==> src/rtl/wb_arb_pkg.sv <==
// Shared types and constants for the two-master Wishbone arbiter.
//   arb_state_e  : ownership state (IDLE / OWN0 / OWN1)
//   TIMEOUT_DATA : read data returned with a forced ack
//   GRANT_*      : one-hot grant encodings driven on o_grant
package wb_arb_pkg;

  typedef enum logic [1:0] {
    IDLE = 2'd0,
    OWN0 = 2'd1,
    OWN1 = 2'd2
  } arb_state_e;

  localparam logic [31:0] TIMEOUT_DATA = 32'hDEAD_BEEF;

  localparam logic [1:0] GRANT_NONE = 2'b00;
  localparam logic [1:0] GRANT_M0   = 2'b01;
  localparam logic [1:0] GRANT_M1   = 2'b10;

  // One-hot grant for a given ownership state.
  function automatic logic [1:0] grant_of(arb_state_e st);
    case (st)
      OWN0:    grant_of = GRANT_M0;
      OWN1:    grant_of = GRANT_M1;
      default: grant_of = GRANT_NONE;
    endcase
  endfunction

endpackage

==> src/rtl/wb_arbiter2_if.sv <==
// Wishbone bundle around the two-master arbiter: both master request/return
// sides plus the shared slave side.
//   slave  modport : arbiter view (takes master requests, drives the slave)
//   master modport : requester/peripheral view (drives requests and slave
//                    responses, observes acks and slave-side outputs)
// Parameters: AW address width, DW data width (byte selects DW/8).
interface wb_arbiter2_if #(
  parameter int unsigned AW = 32,
  parameter int unsigned DW = 32
);
  localparam int unsigned SW = DW / 8;

  logic          i_m0_wb_cyc,  i_m1_wb_cyc;
  logic          i_m0_wb_stb,  i_m1_wb_stb;
  logic          i_m0_wb_we,   i_m1_wb_we;
  logic [SW-1:0] i_m0_wb_sel,  i_m1_wb_sel;
  logic [AW-1:0] i_m0_wb_addr, i_m1_wb_addr;
  logic [DW-1:0] i_m0_wb_data, i_m1_wb_data;
  logic          o_m0_wb_ack,  o_m1_wb_ack;
  logic [DW-1:0] o_m0_wb_data, o_m1_wb_data;

  logic          o_s_wb_cyc, o_s_wb_stb, o_s_wb_we;
  logic [SW-1:0] o_s_wb_sel;
  logic [AW-1:0] o_s_wb_addr;
  logic [DW-1:0] o_s_wb_data;
  logic          i_s_wb_ack;
  logic [DW-1:0] i_s_wb_data;

  modport slave (
    input  i_m0_wb_cyc, i_m1_wb_cyc, i_m0_wb_stb, i_m1_wb_stb,
    input  i_m0_wb_we, i_m1_wb_we, i_m0_wb_sel, i_m1_wb_sel,
    input  i_m0_wb_addr, i_m1_wb_addr, i_m0_wb_data, i_m1_wb_data,
    output o_m0_wb_ack, o_m1_wb_ack, o_m0_wb_data, o_m1_wb_data,
    output o_s_wb_cyc, o_s_wb_stb, o_s_wb_we, o_s_wb_sel,
    output o_s_wb_addr, o_s_wb_data,
    input  i_s_wb_ack, i_s_wb_data
  );

  modport master (
    output i_m0_wb_cyc, i_m1_wb_cyc, i_m0_wb_stb, i_m1_wb_stb,
    output i_m0_wb_we, i_m1_wb_we, i_m0_wb_sel, i_m1_wb_sel,
    output i_m0_wb_addr, i_m1_wb_addr, i_m0_wb_data, i_m1_wb_data,
    input  o_m0_wb_ack, o_m1_wb_ack, o_m0_wb_data, o_m1_wb_data,
    input  o_s_wb_cyc, o_s_wb_stb, o_s_wb_we, o_s_wb_sel,
    input  o_s_wb_addr, o_s_wb_data,
    output i_s_wb_ack, i_s_wb_data
  );

endinterface

==> src/rtl/wb_arb_timeout.sv <==
// Stall counter for the arbiter's forced-ack path.
//   clk, reset : clock, synchronous active-high reset
//   stb        : slave-side strobe of the current owner
//   ack        : real slave ack
//   clr        : ownership is ending / absent
//   expire     : stall limit hit this cycle (and no real ack), forces an ack
module wb_arb_timeout #(
  parameter int unsigned TIMEOUT_CYCLES = 255
) (
  input  logic clk,
  input  logic reset,
  input  logic stb,
  input  logic ack,
  input  logic clr,
  output logic expire
);
  localparam int unsigned CW = (TIMEOUT_CYCLES > 1) ? $clog2(TIMEOUT_CYCLES + 1) : 1;

  logic [CW-1:0] cnt;

  // A real ack in the same cycle always wins over the forced one.
  assign expire = stb && !ack && (cnt == CW'(TIMEOUT_CYCLES));

  // Counts consecutive stb-without-ack cycles; restarts on any break.
  always_ff @(posedge clk) begin
    if (reset || clr || !stb || ack || expire) begin
      cnt <= '0;
    end else begin
      cnt <= cnt + CW'(1);
    end
  end

endmodule

==> src/rtl/wb_arbiter2.sv <==
// Two-master, one-slave Wishbone classic arbiter, round-robin per cyc frame.
// Ownership is held until the granted master drops cyc; an IDLE cycle always
// separates two ownerships.
//   clk, reset : clock, synchronous active-high reset
//   bus        : wb_arbiter2_if.slave (master requests/returns, slave side)
//   o_grant    : one-hot current owner, 00 when idle
//   o_timeout  : one-cycle pulse on a forced ack
// Optional build macro WB_ARB_TIMEOUT_EN adds a stall timeout that forces an
// ack with TIMEOUT_DATA after TIMEOUT_CYCLES stalled strobe cycles.
module wb_arbiter2
  import wb_arb_pkg::*;
#(
  parameter int unsigned AW             = 32,
  parameter int unsigned DW             = 32,
  parameter int unsigned TIMEOUT_CYCLES = 255,
  parameter int unsigned LAST_INIT      = 1
) (
  input  logic           clk,
  input  logic           reset,
  wb_arbiter2_if.slave   bus,
  output logic [1:0]     o_grant,
  output logic           o_timeout
);
  localparam int unsigned SW = DW / 8;

  arb_state_e    state;
  logic          last;      // 1: m1 owned most recently, so m0 wins a tie
  logic          own0, own1;
  logic          rsp_ack;
  logic [DW-1:0] rsp_data;
  logic          s_stb;

  // Ownership state and round-robin pointer.
  always_ff @(posedge clk) begin
    if (reset) begin
      state <= IDLE;
      last  <= 1'(LAST_INIT);
    end else begin
      case (state)
        IDLE: begin
          if (bus.i_m0_wb_cyc && bus.i_m1_wb_cyc) begin
            state <= last ? OWN0 : OWN1;
          end else if (bus.i_m0_wb_cyc) begin
            state <= OWN0;
          end else if (bus.i_m1_wb_cyc) begin
            state <= OWN1;
          end
        end
        OWN0: begin
          if (!bus.i_m0_wb_cyc) begin
            state <= IDLE;
            last  <= 1'b0;
          end
        end
        OWN1: begin
          if (!bus.i_m1_wb_cyc) begin
            state <= IDLE;
            last  <= 1'b1;
          end
        end
        default: state <= IDLE;
      endcase
    end
  end

  assign own0    = (state == OWN0);
  assign own1    = (state == OWN1);
  assign o_grant = grant_of(state);

  // Slave-side mux; everything quiet while idle.
  always_comb begin
    bus.o_s_wb_cyc  = 1'b0;
    bus.o_s_wb_stb  = 1'b0;
    bus.o_s_wb_we   = 1'b0;
    bus.o_s_wb_sel  = '0;
    bus.o_s_wb_addr = '0;
    bus.o_s_wb_data = '0;
    if (own0) begin
      bus.o_s_wb_cyc  = bus.i_m0_wb_cyc;
      bus.o_s_wb_stb  = bus.i_m0_wb_stb;
      bus.o_s_wb_we   = bus.i_m0_wb_we;
      bus.o_s_wb_sel  = SW'(bus.i_m0_wb_sel);
      bus.o_s_wb_addr = AW'(bus.i_m0_wb_addr);
      bus.o_s_wb_data = DW'(bus.i_m0_wb_data);
    end else if (own1) begin
      bus.o_s_wb_cyc  = bus.i_m1_wb_cyc;
      bus.o_s_wb_stb  = bus.i_m1_wb_stb;
      bus.o_s_wb_we   = bus.i_m1_wb_we;
      bus.o_s_wb_sel  = SW'(bus.i_m1_wb_sel);
      bus.o_s_wb_addr = AW'(bus.i_m1_wb_addr);
      bus.o_s_wb_data = DW'(bus.i_m1_wb_data);
    end
  end

  assign s_stb = own0 ? bus.i_m0_wb_stb : (own1 ? bus.i_m1_wb_stb : 1'b0);

`ifdef WB_ARB_TIMEOUT_EN
  logic expire;
  logic clr;

  // Counter restarts whenever there is no owner or the owner is releasing.
  assign clr = (state == IDLE) || (own0 && !bus.i_m0_wb_cyc) ||
               (own1 && !bus.i_m1_wb_cyc);

  wb_arb_timeout #(
    .TIMEOUT_CYCLES (TIMEOUT_CYCLES)
  ) u_timeout (
    .clk    (clk),
    .reset  (reset),
    .stb    (s_stb),
    .ack    (bus.i_s_wb_ack),
    .clr    (clr),
    .expire (expire)
  );

  assign rsp_ack   = bus.i_s_wb_ack || expire;
  assign rsp_data  = expire ? DW'(TIMEOUT_DATA) : DW'(bus.i_s_wb_data);
  assign o_timeout = expire;
`else
  logic unused_stb;
  assign unused_stb = s_stb;
  assign rsp_ack    = bus.i_s_wb_ack;
  assign rsp_data   = DW'(bus.i_s_wb_data);
  assign o_timeout  = 1'b0;
`endif

  // Responses reach only the owner; a stray ack while idle is dropped.
  assign bus.o_m0_wb_ack  = rsp_ack && own0;
  assign bus.o_m1_wb_ack  = rsp_ack && own1;
  assign bus.o_m0_wb_data = own0 ? rsp_data : '0;
  assign bus.o_m1_wb_data = own1 ? rsp_data : '0;

endmodule

==> src/flat_wrapper.sv <==
// flat-port wrapper written by rule: the top's interface ports become plain ports
module wb_arbiter2_flat import wb_arb_pkg::*;
#(
  parameter int unsigned AW             = 32,
  parameter int unsigned DW             = 32,
  parameter int unsigned TIMEOUT_CYCLES = 255,
  parameter int unsigned LAST_INIT      = 1
)
  (clk, reset, o_grant, o_timeout, bus_i_m0_wb_cyc, bus_i_m1_wb_cyc, bus_i_m0_wb_stb, bus_i_m1_wb_stb, bus_i_m0_wb_we, bus_i_m1_wb_we, bus_i_m0_wb_sel, bus_i_m1_wb_sel, bus_i_m0_wb_addr, bus_i_m1_wb_addr, bus_i_m0_wb_data, bus_i_m1_wb_data, bus_o_m0_wb_ack, bus_o_m1_wb_ack, bus_o_m0_wb_data, bus_o_m1_wb_data, bus_o_s_wb_cyc, bus_o_s_wb_stb, bus_o_s_wb_we, bus_o_s_wb_sel, bus_o_s_wb_addr, bus_o_s_wb_data, bus_i_s_wb_ack, bus_i_s_wb_data);
  wb_arbiter2_if #(.AW(AW), .DW(DW)) bus_i ();
  input  logic clk;
  input  logic reset;
  output logic [1:0] o_grant;
  output logic o_timeout;
  input wire logic [$bits(bus_i.i_m0_wb_cyc)-1:0] bus_i_m0_wb_cyc;
  input wire logic [$bits(bus_i.i_m1_wb_cyc)-1:0] bus_i_m1_wb_cyc;
  input wire logic [$bits(bus_i.i_m0_wb_stb)-1:0] bus_i_m0_wb_stb;
  input wire logic [$bits(bus_i.i_m1_wb_stb)-1:0] bus_i_m1_wb_stb;
  input wire logic [$bits(bus_i.i_m0_wb_we)-1:0] bus_i_m0_wb_we;
  input wire logic [$bits(bus_i.i_m1_wb_we)-1:0] bus_i_m1_wb_we;
  input wire logic [$bits(bus_i.i_m0_wb_sel)-1:0] bus_i_m0_wb_sel;
  input wire logic [$bits(bus_i.i_m1_wb_sel)-1:0] bus_i_m1_wb_sel;
  input wire logic [$bits(bus_i.i_m0_wb_addr)-1:0] bus_i_m0_wb_addr;
  input wire logic [$bits(bus_i.i_m1_wb_addr)-1:0] bus_i_m1_wb_addr;
  input wire logic [$bits(bus_i.i_m0_wb_data)-1:0] bus_i_m0_wb_data;
  input wire logic [$bits(bus_i.i_m1_wb_data)-1:0] bus_i_m1_wb_data;
  output wire logic [$bits(bus_i.o_m0_wb_ack)-1:0] bus_o_m0_wb_ack;
  output wire logic [$bits(bus_i.o_m1_wb_ack)-1:0] bus_o_m1_wb_ack;
  output wire logic [$bits(bus_i.o_m0_wb_data)-1:0] bus_o_m0_wb_data;
  output wire logic [$bits(bus_i.o_m1_wb_data)-1:0] bus_o_m1_wb_data;
  output wire logic [$bits(bus_i.o_s_wb_cyc)-1:0] bus_o_s_wb_cyc;
  output wire logic [$bits(bus_i.o_s_wb_stb)-1:0] bus_o_s_wb_stb;
  output wire logic [$bits(bus_i.o_s_wb_we)-1:0] bus_o_s_wb_we;
  output wire logic [$bits(bus_i.o_s_wb_sel)-1:0] bus_o_s_wb_sel;
  output wire logic [$bits(bus_i.o_s_wb_addr)-1:0] bus_o_s_wb_addr;
  output wire logic [$bits(bus_i.o_s_wb_data)-1:0] bus_o_s_wb_data;
  input wire logic [$bits(bus_i.i_s_wb_ack)-1:0] bus_i_s_wb_ack;
  input wire logic [$bits(bus_i.i_s_wb_data)-1:0] bus_i_s_wb_data;
  assign bus_i.i_m0_wb_cyc = bus_i_m0_wb_cyc;
  assign bus_i.i_m1_wb_cyc = bus_i_m1_wb_cyc;
  assign bus_i.i_m0_wb_stb = bus_i_m0_wb_stb;
  assign bus_i.i_m1_wb_stb = bus_i_m1_wb_stb;
  assign bus_i.i_m0_wb_we = bus_i_m0_wb_we;
  assign bus_i.i_m1_wb_we = bus_i_m1_wb_we;
  assign bus_i.i_m0_wb_sel = bus_i_m0_wb_sel;
  assign bus_i.i_m1_wb_sel = bus_i_m1_wb_sel;
  assign bus_i.i_m0_wb_addr = bus_i_m0_wb_addr;
  assign bus_i.i_m1_wb_addr = bus_i_m1_wb_addr;
  assign bus_i.i_m0_wb_data = bus_i_m0_wb_data;
  assign bus_i.i_m1_wb_data = bus_i_m1_wb_data;
  assign bus_o_m0_wb_ack = bus_i.o_m0_wb_ack;
  assign bus_o_m1_wb_ack = bus_i.o_m1_wb_ack;
  assign bus_o_m0_wb_data = bus_i.o_m0_wb_data;
  assign bus_o_m1_wb_data = bus_i.o_m1_wb_data;
  assign bus_o_s_wb_cyc = bus_i.o_s_wb_cyc;
  assign bus_o_s_wb_stb = bus_i.o_s_wb_stb;
  assign bus_o_s_wb_we = bus_i.o_s_wb_we;
  assign bus_o_s_wb_sel = bus_i.o_s_wb_sel;
  assign bus_o_s_wb_addr = bus_i.o_s_wb_addr;
  assign bus_o_s_wb_data = bus_i.o_s_wb_data;
  assign bus_i.i_s_wb_ack = bus_i_s_wb_ack;
  assign bus_i.i_s_wb_data = bus_i_s_wb_data;
  wb_arbiter2 #(.AW(AW), .DW(DW), .TIMEOUT_CYCLES(TIMEOUT_CYCLES), .LAST_INIT(LAST_INIT)) u_core (.clk(clk), .reset(reset), .bus(bus_i), .o_grant(o_grant), .o_timeout(o_timeout));
endmodule
==> config.mk <==
export PLATFORM = sky130hd
export DESIGN_NAME = wb_arbiter2_flat
export DESIGN_NICKNAME = d
export VERILOG_FILES = /design/src/rtl/wb_arb_pkg.sv /design/src/rtl/wb_arbiter2_if.sv /design/src/rtl/wb_arb_timeout.sv /design/src/rtl/wb_arbiter2.sv /design/src/flat_wrapper.sv
export SDC_FILE = /design/constraint.sdc
export NUM_CORES = 1
export LEC_CHECK = 0
export ABC_AREA = 1
export CORE_AREA = 2 2 122 124
export CTS_BUF_LIST = sky130_fd_sc_hd__clkbuf_2 sky130_fd_sc_hd__clkbuf_4 sky130_fd_sc_hd__clkbuf_8
export CTS_CLUSTER_SIZE = 14
export DETAILED_ROUTE_END_ITERATION = 8
export DIE_AREA = 0 0 124 126
export MAX_ROUTING_LAYER = met4
export PLACE_DENSITY = 0.57
export SLEW_MARGIN = 20
export SYNTH_ARGS = -nofsm -noshare
export SYNTH_HDL_FRONTEND = slang
export SYNTH_SLANG_ARGS = --single-unit
==> constraint.sdc <==
create_clock -name clk -period 1.45 [get_ports clk]
set_input_delay 0.2175 -clock clk [delete_from_list [all_inputs] [get_ports clk]]
set_output_delay 0.2175 -clock clk [all_outputs]
set_load 0.02 [all_outputs]
==> results of run 1 <==
==> layout make-up <==
class	count	share of cell area
repair buffers	356	0.6838
inverters	39	0.02992
flip-flops and latches	3	0.01160
clock buffers	4	0.009047
multi-input cells	155	0.2229
well taps	184	0.04268
==> flip-flops by register name (all words and copies together) (netlist names) <==
name,count
u_core.state,2
u_core.last,1
==> critical path: cells and delay by family, from the launching register on <==
family / cells / cell delay (ns)
compound gates: 1 / 0.25
buf+inv: 5 / 0.59
flops: 1 / 0.33
simple gates: 1 / 0.04
==> cells in the mapped netlist <==
cell	n	area share
sky130_fd_sc_hd__a21oi_1	1	0.0038
sky130_fd_sc_hd__a22o_1	70	0.46
sky130_fd_sc_hd__buf_2	13	0.049
sky130_fd_sc_hd__buf_4	2	0.011
sky130_fd_sc_hd__buf_6	7	0.060
sky130_fd_sc_hd__conb_1	1	0.0028
sky130_fd_sc_hd__dfxtp_1	3	0.045
sky130_fd_sc_hd__inv_1	37	0.11
sky130_fd_sc_hd__inv_2	1	0.0028
sky130_fd_sc_hd__inv_4	1	0.0047
sky130_fd_sc_hd__nand2_1	8	0.023
sky130_fd_sc_hd__nand2_2	1	0.0047
sky130_fd_sc_hd__nand3_1	2	0.0076
sky130_fd_sc_hd__nor2_1	68	0.19
sky130_fd_sc_hd__nor2_4	1	0.0085
sky130_fd_sc_hd__o211ai_1	1	0.0057
sky130_fd_sc_hd__o21ai_0	2	0.0076
==> power by group <==
part	internal, mW	switching, mW
Combinational	1.43	1.20
Clock	0.207	0.0608
Sequential	0.0920	0.00791
Total	1.73	1.27
==> routing by layer <==
layer / global-route usage / up-vias / part of all wire
met5: - / - / 0
met4: 0.03173 / 0 / 0.019
met3: 0.03714 / 14 / 0.11
met2: 0.2893 / 200 / 0.51
met1: 0.1711 / 1386 / 0.35
li1: - / 1423 / -
==> what timing repair did <==
item,4_1_cts,5_1_grt
pin swaps,5,5
buffers inserted,11,2
cloned,7,6
resized for setup,620,137
setup endpoints to repair,139,139
==> through the flow <==
stage,worst slack [ns],instances,hold WS (ns),TNS [ns],instance area (sq um)
final,-0.2242,741,0.5151,-17.17,5394
after global routing,-0.2653,741,0.5362,-24.04,5394
after CTS,-0.2326,733,0.5091,-17.95,4858
after detailed placement,-0.5058,711,0.5048,-48.70,4722
after global placement,-0.5036,711,0.4833,-47.35,4722
after floorplan,0.1562,219,0.2866,0,1320
==> logic make-up after synthesis <==
group / after synthesis / synth area share
AOI/OAI and AO/OA: 74 / 0.4815
and+or+nand+nor: 80 / 0.2370
buffers and inverters: 61 / 0.2332
DFF: 3 / 0.04550
other: 1 / 0.002841
==> worst max path at each step <==
stage                            startpoint                   end  depth (start not counted)
2_1_floorplan  u_core.state[1]$_SDFFE_PP0P_  bus_o_m1_wb_data[10]                          5
3_3_place_gp   u_core.state[1]$_SDFFE_PP0P_     bus_o_s_wb_sel[2]                          5
3_5_place_dp   u_core.state[1]$_SDFFE_PP0P_   bus_o_s_wb_data[29]                          5
4_1_cts        u_core.state[1]$_SDFFE_PP0P_     bus_o_s_wb_sel[3]                          7
5_1_grt        u_core.state[1]$_SDFFE_PP0P_     bus_o_s_wb_sel[3]                          7
6_report       u_core.state[1]$_SDFFE_PP0P_     bus_o_s_wb_sel[3]                          7
==> out/qor.txt, run 1 <==
STA
---------------------------------------------------------------------------
Ratio of final minimum period to clock period ................        1.155
Setup WS post-layout .........................................   -0.2242 ns
Final Setup Violations .......................................          107
Setup Skew ...................................................  0.003302 ns
Final Max Tran Viols .........................................            0
Final period demand of the worst path ........................     1.674 ns
Fmax .........................................................   0.5973 GHz
Hold violation count in the final report .....................            0
Setup repair after global routing missed its margin ..........         true

CLOCK NETWORK
---------------------------------------------------------------------------
CTS tree .....................................................          yes
Maximum buffer depth of the clock tree .......................            2
Clock tree root buffer cell .................................. sky130_fd_sc_hd__clkbuf_8
Hold-fix buffers, CTS ........................................            0
TritonCTS Sinks ..............................................            3
CTS clk-pin slew, worst paths ................................      0.03 ns
Clock latency on the worst-skew pair .........................      0.22 ns
Count of H-tree levels built during CTS ......................            1
Inserted Clock Buffers .......................................            3

CELLS AND AREA
---------------------------------------------------------------------------
Fraction of final layout cells sized beyond drive strength 1 .       0.3986
Post-layout util .............................................       0.3768
Commonest non-fill, non-tap cell in the layout ............... sky130_fd_sc_hd__clkdlybuf4s50_1
Final Net Count ..............................................          735
Multi-input combinational cell area ..........................   1202 sq um
Combined flip-flop and latch cell area .......................  62.56 sq um
Area growth from synthesis to layout .........................       308.6%
Fill count ...................................................         1469
Most frequent cells in the layout ............................ sky130_fd_sc_hd__clkdlybuf4s50_1, sky130_fd_sc_hd__buf_6, sky130_fd_sc_hd__a22o_1, sky130_fd_sc_hd__nor2_1, sky130_fd_sc_hd__buf_4
Number of diodes added for antenna fixing ....................            0

DETAILED ROUTING
---------------------------------------------------------------------------
Routed length per instance ................................... 18.58 microns
DRC errors left ..............................................            0
ANT nets after route .........................................            0
Total via count after detailed routing .......................         3023
Pre-antenna DRT Iters ........................................            4
Routed WL ....................................................     13.77 mm
Drt via density ..............................................        4.080
DR iter-0 viols ..............................................          111

LOGIC SYNTHESIS
---------------------------------------------------------------------------
Synth Cell Area ..............................................   1320 sq um
Post-synth cell types ........................................           17
Yosys reg bits ...............................................            3
Nets in the synthesized netlist ..............................          396
Share of the yosys chip area belonging to registers ..........      0.04550
Warning count from the yosys run .............................            0
Gate count of the mapped netlist .............................          219
Post-synthesis average cell area .............................  6.027 sq um

WORST SETUP PATH
---------------------------------------------------------------------------
Type of the worst setup path .................................      reg2out
Critical path, cell by cell .................................. inv_4, nor2_4, buf_6, buf_12, buf_16, a22o_4, buf_12
CP Data Required Time ........................................      1.23 ns
Reg-to-reg critical path startpoint .......................... u_core.state[1]$_SDFFE_PP0P_
Depth of the worst register-to-register path .................            9
Max stage delay on crit path .................................      0.33 ns
Setup slack, reg-to-reg ......................................      0.27 ns
Arrival time worst endpoint ..................................      1.46 ns
Worst Setup End Kind .........................................  output port
Most numerous cell on the critical path ...................... sky130_fd_sc_hd__buf_12
Slowest library cell on the worst path ....................... sky130_fd_sc_hd__dfxtp_2
Endpoint of the lowest-slack register-to-register path ....... u_core.state[1]$_SDFFE_PP0P_
Nature of the critical path startpoint .......................         flop
Largest fanout of any net on the critical path ...............            7

OUTCOME
---------------------------------------------------------------------------
Result of the run ............................................ finished, violations left
Violations in the final reports .............................. setup timing

GRT
---------------------------------------------------------------------------
Pin count of the biggest net entering global routing .........           35
Total grt overflow ...........................................            0
Total Routing Usage GR .......................................       0.1576
Initial antenna violation count ..............................            0
First-pass GRT wire length ...................................     18.06 mm
Vias in the first global route ...............................         3058

PLACEMENT
---------------------------------------------------------------------------
Port bufs ....................................................          315
HPWL reported at the end of detailed placement ...............     9.921 mm
Final estimated routing congestion in global placement .......       0.9135

POWER
---------------------------------------------------------------------------
Worst IR drop on VDD .........................................    0.3992 mV
Pwr dens ..................................................... 555.1 nW/um^2
Standby leakage power ........................................     2.578 nW
Overall power after layout ...................................     2.994 mW

FLOORPLANNING
---------------------------------------------------------------------------
Die outline width ............................................  124 microns
I/O pin count ................................................          317
Die Y ........................................................  126 microns
DIE AREA .....................................................  15620 sq um
Initial cell density of the core .............................      0.09222
Number of placement rows .....................................           44
Total core area ..............................................  14310 sq um

HOLD PATH
---------------------------------------------------------------------------
Hold Crit Start .............................................. u_core.last$_SDFFE_PP1P_
Worst hold path stage count ..................................            2
Hold endpoint ................................................ u_core.last$_SDFFE_PP1P_
Type of the tightest min-delay check .........................      reg2reg

FLOW RUN
---------------------------------------------------------------------------
Maximum capacitance violations ...............................            0

(Power assumes the default switching activity.)
==> run 2: changes to the inputs <==
Settings changed: GPL_ROUTABILITY_DRIVEN set to 0.
==> results of run 2 <==
Final layout, timing and power as in run 1 (identical DEF).
==> run 3: changes to the inputs <==
Settings changed: CAP_MARGIN set to 20, RECOVER_POWER set to 100.
==> run 3 against run 2 <==
Compared with the run above:
- the flow still finishes with violations (setup timing)
- final cell count did not move
- combinational power barely moved
- routed wire length barely moved
- first-iteration DRC count rose by 0.90%
- clock skew barely moved
- worst hold slack got worse by 0.0020 ns
- clock-buffer cell count did not move
- critical path type unchanged
- critical endpoint unchanged
- largest cell class unchanged
- largest power group unchanged
==> out/qor.txt, run 3 (synthesis results as in run 1) <==
WORST SETUP PATH
---------------------------------------------------------------------------
Critical path, cell by cell .................................. inv_4, nor2_4, buf_6, buf_12, buf_16, a22o_4, buf_12
Largest fanout of any net on the critical path ...............            7
Nature of the critical path startpoint .......................         flop
Slowest library cell on the worst path ....................... sky130_fd_sc_hd__dfxtp_2
CP Data Required Time ........................................      1.23 ns
Reg-to-reg critical path startpoint .......................... u_core.state[1]$_SDFFE_PP0P_
Worst Setup End Kind .........................................  output port
Setup slack, reg-to-reg ......................................      0.27 ns
Most numerous cell on the critical path ...................... sky130_fd_sc_hd__buf_12
Endpoint of the lowest-slack register-to-register path ....... u_core.state[1]$_SDFFE_PP0P_
Max stage delay on crit path .................................      0.33 ns
Arrival time worst endpoint ..................................      1.46 ns
Type of the worst setup path .................................      reg2out
Depth of the worst register-to-register path .................            9

HOLD PATH
---------------------------------------------------------------------------
Hold endpoint ................................................ u_core.last$_SDFFE_PP1P_
Hold Crit Start .............................................. u_core.last$_SDFFE_PP1P_
Type of the tightest min-delay check .........................      reg2reg
Worst hold path stage count ..................................            2

DETAILED ROUTING
---------------------------------------------------------------------------
Routed length per instance ................................... 18.59 microns
DRC errors left ..............................................            0
ANT nets after route .........................................            0
Routed WL ....................................................     13.77 mm
Total via count after detailed routing .......................         3033
Pre-antenna DRT Iters ........................................            4
Drt via density ..............................................        4.093
DR iter-0 viols ..............................................          112

PLACEMENT
---------------------------------------------------------------------------
Placed Instance Area .........................................   4722 sq um
Port bufs ....................................................          315
HPWL reported at the end of detailed placement ...............     9.921 mm

STA
---------------------------------------------------------------------------
Setup repair after global routing missed its margin ..........         true
Ratio of final minimum period to clock period ................        1.155
Setup Skew ...................................................  0.003304 ns
Final period demand of the worst path ........................     1.675 ns
Final Max Tran Viols .........................................            0
Setup WS post-layout .........................................   -0.2246 ns
Fmax .........................................................   0.5972 GHz
Hold violation count in the final report .....................            0
Final Setup Violations .......................................          107

POWER
---------------------------------------------------------------------------
Sw Share .....................................................       0.4230
Pwr dens ..................................................... 555.2 nW/um^2
Share of power burned in combinational logic .................        0.877
Standby leakage power ........................................     2.574 nW
Worst IR drop on VDD .........................................    0.3991 mV
Cell internal power dissipation ..............................     1.727 mW
Sequential cell fraction of total power ......................        0.033
Power share of the clock group ...............................        0.089
Overall power after layout ...................................     2.993 mW
Switching power total ........................................     1.266 mW

CLOCK NETWORK
---------------------------------------------------------------------------
Maximum buffer depth of the clock tree .......................            2
Hold-fix buffers, CTS ........................................            0
TritonCTS Sinks ..............................................            3
Clock tree root buffer cell .................................. sky130_fd_sc_hd__clkbuf_8
Count of H-tree levels built during CTS ......................            1
Clock latency on the worst-skew pair .........................      0.22 ns
CTS clk-pin slew, worst paths ................................      0.03 ns
Inserted Clock Buffers .......................................            3
CTS tree .....................................................          yes

FLOORPLANNING
---------------------------------------------------------------------------
Die outline width ............................................  124 microns
Total core area ..............................................  14310 sq um
DIE AREA .....................................................  15620 sq um
Die Y ........................................................  126 microns
Number of placement rows .....................................           44
I/O pin count ................................................          317
Initial cell density of the core .............................      0.09222

CELLS AND AREA
---------------------------------------------------------------------------
Most frequent cells in the layout ............................ sky130_fd_sc_hd__clkdlybuf4s50_1, sky130_fd_sc_hd__buf_6, sky130_fd_sc_hd__a22o_1, sky130_fd_sc_hd__nor2_1, sky130_fd_sc_hd__buf_4
Largest registers ............................................ u_core.state: 2 flops, u_core.last: 1 flops
Reg with most FFs ............................................ u_core.state
Number of diodes added for antenna fixing ....................            0
Total non-filler cell area in the finished layout ............   5390 sq um
Fraction of final layout cells sized beyond drive strength 1 .       0.3968
Commonest non-fill, non-tap cell in the layout ............... sky130_fd_sc_hd__clkdlybuf4s50_1
Area growth from synthesis to layout .........................       308.3%
Number of flip-flops in the largest register .................            2
Final Net Count ..............................................          735

GRT
---------------------------------------------------------------------------
Total grt overflow ...........................................            0
First-pass GRT wire length ...................................     18.06 mm
Total Routing Usage GR .......................................       0.1576
Vias in the first global route ...............................         3058
Pin count of the biggest net entering global routing .........           35
Initial antenna violation count ..............................            0

OUTCOME
---------------------------------------------------------------------------
Violations in the final reports .............................. setup timing
Result of the run ............................................ finished, violations left

FLOW RUN
---------------------------------------------------------------------------
Maximum capacitance violations ...............................            0

==> run 3: worst max-delay path, delay by kind of cell, from the launching register on <==
kind | cells | cell delay (ns)
AOI/OAI and AO/OA | 1 | 0.25
DFF | 1 | 0.33
buffers and inverters | 5 | 0.59
and+or+nand+nor | 1 | 0.04
==> run 3: area by class of cell <==
type	instances	area [sq um]
Fill cell	1471	8924
Timing Repair Buffer	356	3685
Multi-Input combinational cell	155	1202
Tap cell	184	230.2
Inverter	39	161.4
Sequential cell	3	62.56
Clock buffer	4	48.80
==> run 3: metrics by stage <==
stage	TNS, ns	std cells	util	hold WS (ns)	worst slack, ns
6_report	-17.22	741	0.3766	0.5131	-0.2246
5_1_grt	-24.04	741	0.3766	0.5362	-0.2653
4_1_cts	-17.95	733	0.3394	0.5091	-0.2326
3_5_place_dp	-48.70	711	0.3299	0.5048	-0.5058
3_3_place_gp	-47.35	711	0.3299	0.4833	-0.5036
2_1_floorplan	0	219	-	0.2866	0.1562
==> run 3: per-layer routing <==
metal	up-vias	global-route usage	wire, microns
li1	1424	-	-
met1	1390	0.1711	4859
met2	203	0.2893	7083
met3	16	0.03714	1561
met4	0	0.03173	267
met5	-	-	0
==> run 3: how the worst max path moves through the flow <==
| stage | startpoint | endpoint | depth (start not counted) |
|---|---|---|---|
| floorplan | u_core.state[1]$_SDFFE_PP0P_ | bus_o_m1_wb_data[10] | 5 |
| global placement | u_core.state[1]$_SDFFE_PP0P_ | bus_o_s_wb_sel[2] | 5 |
| detailed placement | u_core.state[1]$_SDFFE_PP0P_ | bus_o_s_wb_data[29] | 5 |
| CTS | u_core.state[1]$_SDFFE_PP0P_ | bus_o_s_wb_sel[3] | 7 |
| global route | u_core.state[1]$_SDFFE_PP0P_ | bus_o_s_wb_sel[3] | 7 |
| finish | u_core.state[1]$_SDFFE_PP0P_ | bus_o_s_wb_sel[3] | 7 |
==> run 3: timing repair <==
action / in CTS / in global routing
hold endpoints to repair: 0 / 0
setup endpoints to repair: 139 / 139
resized for setup: 620 / 137
gates cloned: 7 / 6
pin swaps: 5 / 5
setup buffers: 11 / 2
==> run 3: power groups by stage <==
stage	Sequential, mW	Combinational [mW]	Clock, mW
floorplan	0.0974	0.913	0
global placement	0.0976	2.19	0
detailed placement	0.0975	2.20	0
CTS	0.0983	2.37	0.274
global route	0.101	2.77	0.285
finish	0.100	2.63	0.268
